<file path="src/rtl/usb_pd_bmc_tx.sv">
// USB-PD BMC line transmitter: preamble, LSB-first 4b5b symbol serialisation, hold-low tail.
// Optional statistics counters are enabled by defining USB_PD_BMC_TX_STATS_EN.
module usb_pd_bmc_tx #(
    parameter int system_khz    = 200000,
    parameter int bit_khz       = 300,
    parameter int preamble_bits = 64,
    parameter int hold_low_hb   = 4
) (
    input  logic       clock,
    input  logic       rst,
    input  logic       start,
    input  logic [4:0] symbol_data,
    input  logic       symbol_valid,
    input  logic       symbol_last,
    output logic       symbol_ready,
    output logic       busy,
    output logic       done,
    output logic       underrun,
    output logic       bmc_dout,
    output logic       bmc_oe
`ifdef USB_PD_BMC_TX_STATS_EN
    ,
    output logic [15:0] frame_count,
    output logic [7:0]  underrun_count
`endif
);

    localparam int HB  = system_khz / (2 * bit_khz);
    localparam int HBW = (HB > 1) ? $clog2(HB) : 1;
    localparam int IW  = 16;

    typedef enum logic [1:0] {
        ST_IDLE     = 2'd0,
        ST_PREAMBLE = 2'd1,
        ST_DATA     = 2'd2,
        ST_TAIL     = 2'd3
    } state_t;

    state_t          state_r, state_s;
    logic [HBW-1:0]  hb_cnt_r, hb_cnt_s;
    logic            half_r, half_s;
    logic [IW-1:0]   idx_r, idx_s;
    logic [4:0]      sym_r, sym_s;
    logic            last_r, last_s;
    logic            urun_r, urun_s;
    logic            dout_s, oe_s, busy_s, ready_s, done_s, underrun_s;
    logic            hb_end_s, bit_end_s, cur_bit_s;

    // Next-state, counter and next-output computation for the cycle that follows.
    always_comb begin
        state_s    = state_r;
        hb_cnt_s   = hb_cnt_r;
        half_s     = half_r;
        idx_s      = idx_r;
        sym_s      = sym_r;
        last_s     = last_r;
        urun_s     = urun_r;
        dout_s     = bmc_dout;
        oe_s       = bmc_oe;
        busy_s     = busy;
        done_s     = 1'b0;
        underrun_s = 1'b0;
        hb_end_s   = (hb_cnt_r == HBW'(HB - 1));
        bit_end_s  = hb_end_s && half_r;
        cur_bit_s  = (state_r == ST_PREAMBLE) ? idx_r[0] : sym_r[0];

        case (state_r)
            ST_IDLE: begin
                if (start) begin
                    state_s  = ST_PREAMBLE;
                    hb_cnt_s = '0;
                    half_s   = 1'b0;
                    idx_s    = '0;
                    urun_s   = 1'b0;
                    dout_s   = 1'b1;
                    oe_s     = 1'b1;
                    busy_s   = 1'b1;
                end else begin
                    dout_s = 1'b0;
                    oe_s   = 1'b0;
                    busy_s = 1'b0;
                end
            end
            ST_PREAMBLE, ST_DATA: begin
                if (hb_end_s) begin
                    hb_cnt_s = '0;
                    half_s   = ~half_r;
                end else begin
                    hb_cnt_s = hb_cnt_r + HBW'(1);
                end
                // Every bit boundary toggles; a '1' also toggles at its half-bit boundary.
                if (!bit_end_s) begin
                    if (hb_end_s && cur_bit_s) begin
                        dout_s = ~bmc_dout;
                    end else begin
                        dout_s = bmc_dout;
                    end
                end else if (symbol_ready) begin
                    if (symbol_valid) begin
                        state_s = ST_DATA;
                        idx_s   = '0;
                        sym_s   = symbol_data;
                        last_s  = symbol_last;
                        dout_s  = ~bmc_dout;
                    end else begin
                        state_s    = ST_TAIL;
                        idx_s      = '0;
                        underrun_s = 1'b1;
                        urun_s     = 1'b1;
                        dout_s     = 1'b0;
                    end
                end else if (state_r == ST_DATA && idx_r == IW'(4) && last_r) begin
                    state_s = ST_TAIL;
                    idx_s   = '0;
                    dout_s  = 1'b0;
                end else begin
                    idx_s  = idx_r + IW'(1);
                    dout_s = ~bmc_dout;
                    if (state_r == ST_DATA) begin
                        sym_s = sym_r >> 1;
                    end else begin
                        sym_s = sym_r;
                    end
                end
            end
            ST_TAIL: begin
                dout_s = 1'b0;
                if (hb_end_s) begin
                    hb_cnt_s = '0;
                    if (idx_r == IW'(hold_low_hb - 1)) begin
                        state_s = ST_IDLE;
                        idx_s   = '0;
                        oe_s    = 1'b0;
                        busy_s  = 1'b0;
                        done_s  = ~urun_r;
                    end else begin
                        idx_s = idx_r + IW'(1);
                    end
                end else begin
                    hb_cnt_s = hb_cnt_r + HBW'(1);
                end
            end
            default: begin
                state_s = ST_IDLE;
                dout_s  = 1'b0;
                oe_s    = 1'b0;
                busy_s  = 1'b0;
            end
        endcase

        // Strobe ready in the final cycle of the last preamble bit or of bit 4 of a non-last symbol.
        if (half_s && hb_cnt_s == HBW'(HB - 1) &&
            ((state_s == ST_PREAMBLE && idx_s == IW'(preamble_bits - 1)) ||
             (state_s == ST_DATA && idx_s == IW'(4) && !last_s))) begin
            ready_s = 1'b1;
        end else begin
            ready_s = 1'b0;
        end
    end

    // State, counters and registered outputs.
    always_ff @(posedge clock) begin
        if (rst) begin
            state_r      <= ST_IDLE;
            hb_cnt_r     <= '0;
            half_r       <= 1'b0;
            idx_r        <= '0;
            sym_r        <= 5'd0;
            last_r       <= 1'b0;
            urun_r       <= 1'b0;
            bmc_dout     <= 1'b0;
            bmc_oe       <= 1'b0;
            busy         <= 1'b0;
            symbol_ready <= 1'b0;
            done         <= 1'b0;
            underrun     <= 1'b0;
        end else begin
            state_r      <= state_s;
            hb_cnt_r     <= hb_cnt_s;
            half_r       <= half_s;
            idx_r        <= idx_s;
            sym_r        <= sym_s;
            last_r       <= last_s;
            urun_r       <= urun_s;
            bmc_dout     <= dout_s;
            bmc_oe       <= oe_s;
            busy         <= busy_s;
            symbol_ready <= ready_s;
            done         <= done_s;
            underrun     <= underrun_s;
        end
    end

`ifdef USB_PD_BMC_TX_STATS_EN
    // Saturating frame and underrun counters, updated in the same cycle as their pulses.
    always_ff @(posedge clock) begin
        if (rst) begin
            frame_count    <= 16'd0;
            underrun_count <= 8'd0;
        end else begin
            if (done_s && frame_count != 16'hFFFF) begin
                frame_count <= frame_count + 16'd1;
            end else begin
                frame_count <= frame_count;
            end
            if (underrun_s && underrun_count != 8'hFF) begin
                underrun_count <= underrun_count + 8'd1;
            end else begin
                underrun_count <= underrun_count;
            end
        end
    end
`endif

endmodule

</file>
<file path="config.mk">
export PLATFORM = sky130hd
export DESIGN_NAME = usb_pd_bmc_tx
export DESIGN_NICKNAME = d
export VERILOG_FILES = /design/src/rtl/usb_pd_bmc_tx.sv
export SDC_FILE = /design/constraint.sdc
export NUM_CORES = 1
export LEC_CHECK = 0
export BUFFER_PORTS_ARGS = -buffer_cell sky130_fd_sc_hd__buf_2
export CAP_MARGIN = 40
export CORE_MARGIN = 2
export CORE_UTILIZATION = 40
export CTS_BUF_LIST = sky130_fd_sc_hd__clkbuf_8
export DETAILED_ROUTE_END_ITERATION = 8
export PLACE_DENSITY = 0.56
export SLEW_MARGIN = 20
export SYNTH_ARGS = -nofsm -noshare
export SYNTH_HDL_FRONTEND = slang
export SYNTH_SLANG_ARGS = --single-unit
</file>
<file path="constraint.sdc">
create_clock -name clock -period 3.7 [get_ports clock]
set_clock_uncertainty 0.1 [all_clocks]
set_input_delay 0.37 -clock clock [delete_from_list [all_inputs] [get_ports clock]]
set_output_delay 0.37 -clock clock [all_outputs]
set_load 0.05 [all_outputs]
</file>
==> metrics.md <==
| Metric | Value |
|---|---|
| Fmax | around 290 MHz |
| Initial Util | 0.414 |
| Routability Congestion | 0.855 |
| Crit path capture type | flop |
| Drt via density | a little under 6 |
| Worst rel slew slack | 0.477 |
| CTS Hold Bufs | 0 |
| Die area | 0.00728 sq mm |
| Syn nets | 377 |
| Post-synth EDFFs | 0 |
| Synth-to-layout area growth | 9.88% |
| # Post-CTS Setup Buffers | 0 |
| FF-to-FF Start | hb_cnt_r[5] |
| Crit path from | hb_cnt_r[5] |
| Inserted Diodes | 0 |
| Post-route ant nets | 0 |
| P per Cell Area | 302 mW/mm^2 |
| Setup Viol. Count Final | 0 |
| Final period util | 0.929 |
| Vias in the first global route | between 2,000 and 2,500 |
| Vias post-DR | 2,580 |
| Slowest CP cell | or4b_4 |
| Setup TNS | 0 ns |
| Routed wire length | 6840 um |
| CORE AREA | around 0.0064 sq mm |
| Number of buffers added on ports | 15 |
| Outcome | finished clean |
| Crit path max fanout | 7 |
| Distinct cells, synth | 52 |
| Ys async rst share | 0 |
| Most used DFF post-synth | dfxtp_1 |
| Total Routing Usage GR | 0.195 |
| WP data arrival | 3.53 ns |
| CTS tree | built |
| Final-stage net count | 387 |
| Number of synthesized register bits | 40 |
| Initial DRC count | 163 |
| Max Cap Viol | 0 |
| Std-Cell Rows | 29 |
| Routed length per instance | ~15 um |
| Cts bufs inserted | 5 |
| H-tree Lvls | 2 |
| Setup CP Type | flop to flop |
| Critical Path Source Type | flop |
| Critical path cell sequence | or4b_4 -> nor2_4 -> ha_1 -> nor2b_1 -> or2_2 -> o21a_1 -> a2111oi_0 -> or4b_1 -> or4_1 -> a2111oi_2 |
| Clk pin slew, worst setup/hold paths | 0.08 ns |
| Clock Latency Late Sink | 0.30 ns |
| Synthesized area | 0.00265 sq mm |
| Clock root buffer | clkbuf_8 |
| Avg Cell Area, Syn | 7.39 sq um |
| CP peak stage delay | 0.56 ns |
| Post-cts gate resize count | 0 |
| Final hold violations | 0 |
| Static Leak | 0.000967 uW |
| GRT Residual Overflow | 0 |
| HP Class | input port to flop |
| Detailed Place HPWL | 4920 um |
| Hold Crit Start | symbol_data[4] |
| Actual slew at the worst max-slew pin | slightly below 0.8 ns |
| Worst EP required | 3.80 ns |
| Worst VDD drop | 0.135 mV |
| DRT Pass-1 Iters | 4 |
| Die width | 85.3 um |
| CP top delay family | simple AND/OR/NAND/NOR gates |
| Drt drc | 0 |
| Worst path bufs/invs | 0 |
| RSZ-0062 raised after global routing | no |
| Largest net degree at the start of global routing | 40 |
| Warnings, synthesis | 0 |
| I/O pin cnt | 16 |
| Seq/Total Area, Yosys | 0.303 |
| Layout cell share with drive strength beyond 1 | 0.120 |
| Global-route wire length before repair | 11,600 um |
| Chip height | about 85 um |
| Clk buf depth | 2 |
| Initial antenna violation count | 0 |
| Max-slew violations | 0 |
| CTS Sinks | 40 |
| Fin util | 0.455 |
| Cells after synthesis | roughly 360 |
| Min Tclk post-route | 3.44 ns |
[power by group]
| part | switching [uW] | internal, uW |
|---|---|---|
| clock network | 154 | 166 |
| logic | 79.2 | 39.2 |
| registers | 4.72 | 435 |
| total | 238 | 640 |
[layout by cell type, fill, tap and decap left out, types with 6 or more instances in the layout]
master,n
a22oi_1,7
nor2_1,47
mux2i_1,7
dfxtp_1,40
nor2b_1,7
and3_1,6
nand2_1,34
clkbuf_8,7
nand3_1,18
a21oi_1,31
o21ai_0,19
buf_2,15
nor3_1,13
ha_1,9
inv_1,8
nand4_1,7
nor4_1,7
a211oi_1,6
xnor2_1,8
buf_4,14
[worst register-to-register path: stages, from the launching register on]
cell and delay (ns):
dfxtp_1 0.37, or4b_4 0.56, nor2_4 0.12, ha_1 0.17
nor2b_1 0.06, or2_2 0.28, o21a_1 0.19, a2111oi_0 0.38
or4b_1 0.45, or4_1 0.43, a2111oi_2 0.21
[flip-flops by register name, indices dropped and copies added (netlist names)]
name and cells:
urun_r 1, done 1, sym_r 5, underrun 1, bmc_dout 1, half_r 1
state_r 2, hb_cnt_r 9, bmc_oe 1, last_r 1, symbol_ready 1, idx_r 16
[final cells by class]
type / instances / area [sq um]
Tap cell: 77 / 96.3
Clock buffer: 7 / 96.3
Fill cell: 663 / 3480
Timing Repair Buffer: 29 / 180
Sequential cell: 40 / 801
Multi-Input combinational cell: 284 / 1700
Inverter: 8 / 30.0
[worst paths after layout]
check / cells past startpoint / slack, ns / end
max: 10 / 0.26 / symbol_ready
min: 3 / 0.22 / sym_r[4]
max reg2reg: 10 / 0.26 / symbol_ready
min reg2reg: 1 / 0.34 / done
[cell usage after synthesis, types with 2 or more instances]
master,instances,area [sq um]
nand3_1,18,90.1
nor4b_1,2,17.5
a21o_1,2,15.0
xor2_1,2,17.5
nor4_1,7,43.8
or2_2,3,18.8
a21oi_1,31,155
a31oi_1,4,25.0
xnor2_1,8,70.1
nor2b_1,7,43.8
o22ai_1,4,25.0
o211ai_1,3,22.5
nand3b_1,2,15.0
ha_1,9,113
a311oi_1,4,35.0
nand2_1,34,128
o21a_1,3,22.5
and4_1,2,17.5
o311ai_0,2,17.5
nand4_1,7,43.8
a211oi_1,6,45.0
o21bai_1,3,22.5
nand2b_1,4,25.0
a22oi_1,7,52.6
nor3_1,13,65.1
mux2i_1,7,70.1
clkbuf_1,22,82.6
o21ai_0,19,95.1
inv_1,8,30.0
nor2_1,47,176
o31a_1,2,17.5
dfxtp_1,40,801
and3_1,6,37.5
buf_2,2,10.0
[metrics by stage]
step	hold slack (ns)	instance area (sq um)	instances	total power (uW)	setup WS, ns
floorplan	0.301	2650	358	531	0.224
global placement	0.312	2810	438	569	0.347
detailed placement	0.324	2810	438	568	0.292
CTS	0.219	2910	445	890	0.272
global route	0.238	2910	445	920	0.0299
finish	0.221	2910	445	878	0.262
[layer usage]
| layer | routed length, um | GRT usage | part of all wire | up-vias |
|---|---|---|---|---|
| met1 | 3360 | 0.268 | 0.49 | 1210 |
| met3 | 254 | 0.0302 | 0.037 | 11 |
| li1 | - | - | - | 1316 |
| met4 | 99 | 0.0577 | 0.014 | 0 |
| met5 | 0 | 0 | 0 | - |
| met2 | 3120 | 0.315 | 0.46 | 43 |
[kinds of logic after synthesis]
logic type / Yosys count / synth area share
and+or+nand+nor: 160 / 0.304
AOI/OAI and AO/OA: 98 / 0.238
DFF: 40 / 0.303
buffers and inverters: 34 / 0.0534
xor gates and xnor gates: 10 / 0.0331
adders and majority gates: 9 / 0.0426
muxes: 7 / 0.0265
Power figures use the tool's default switching activity.
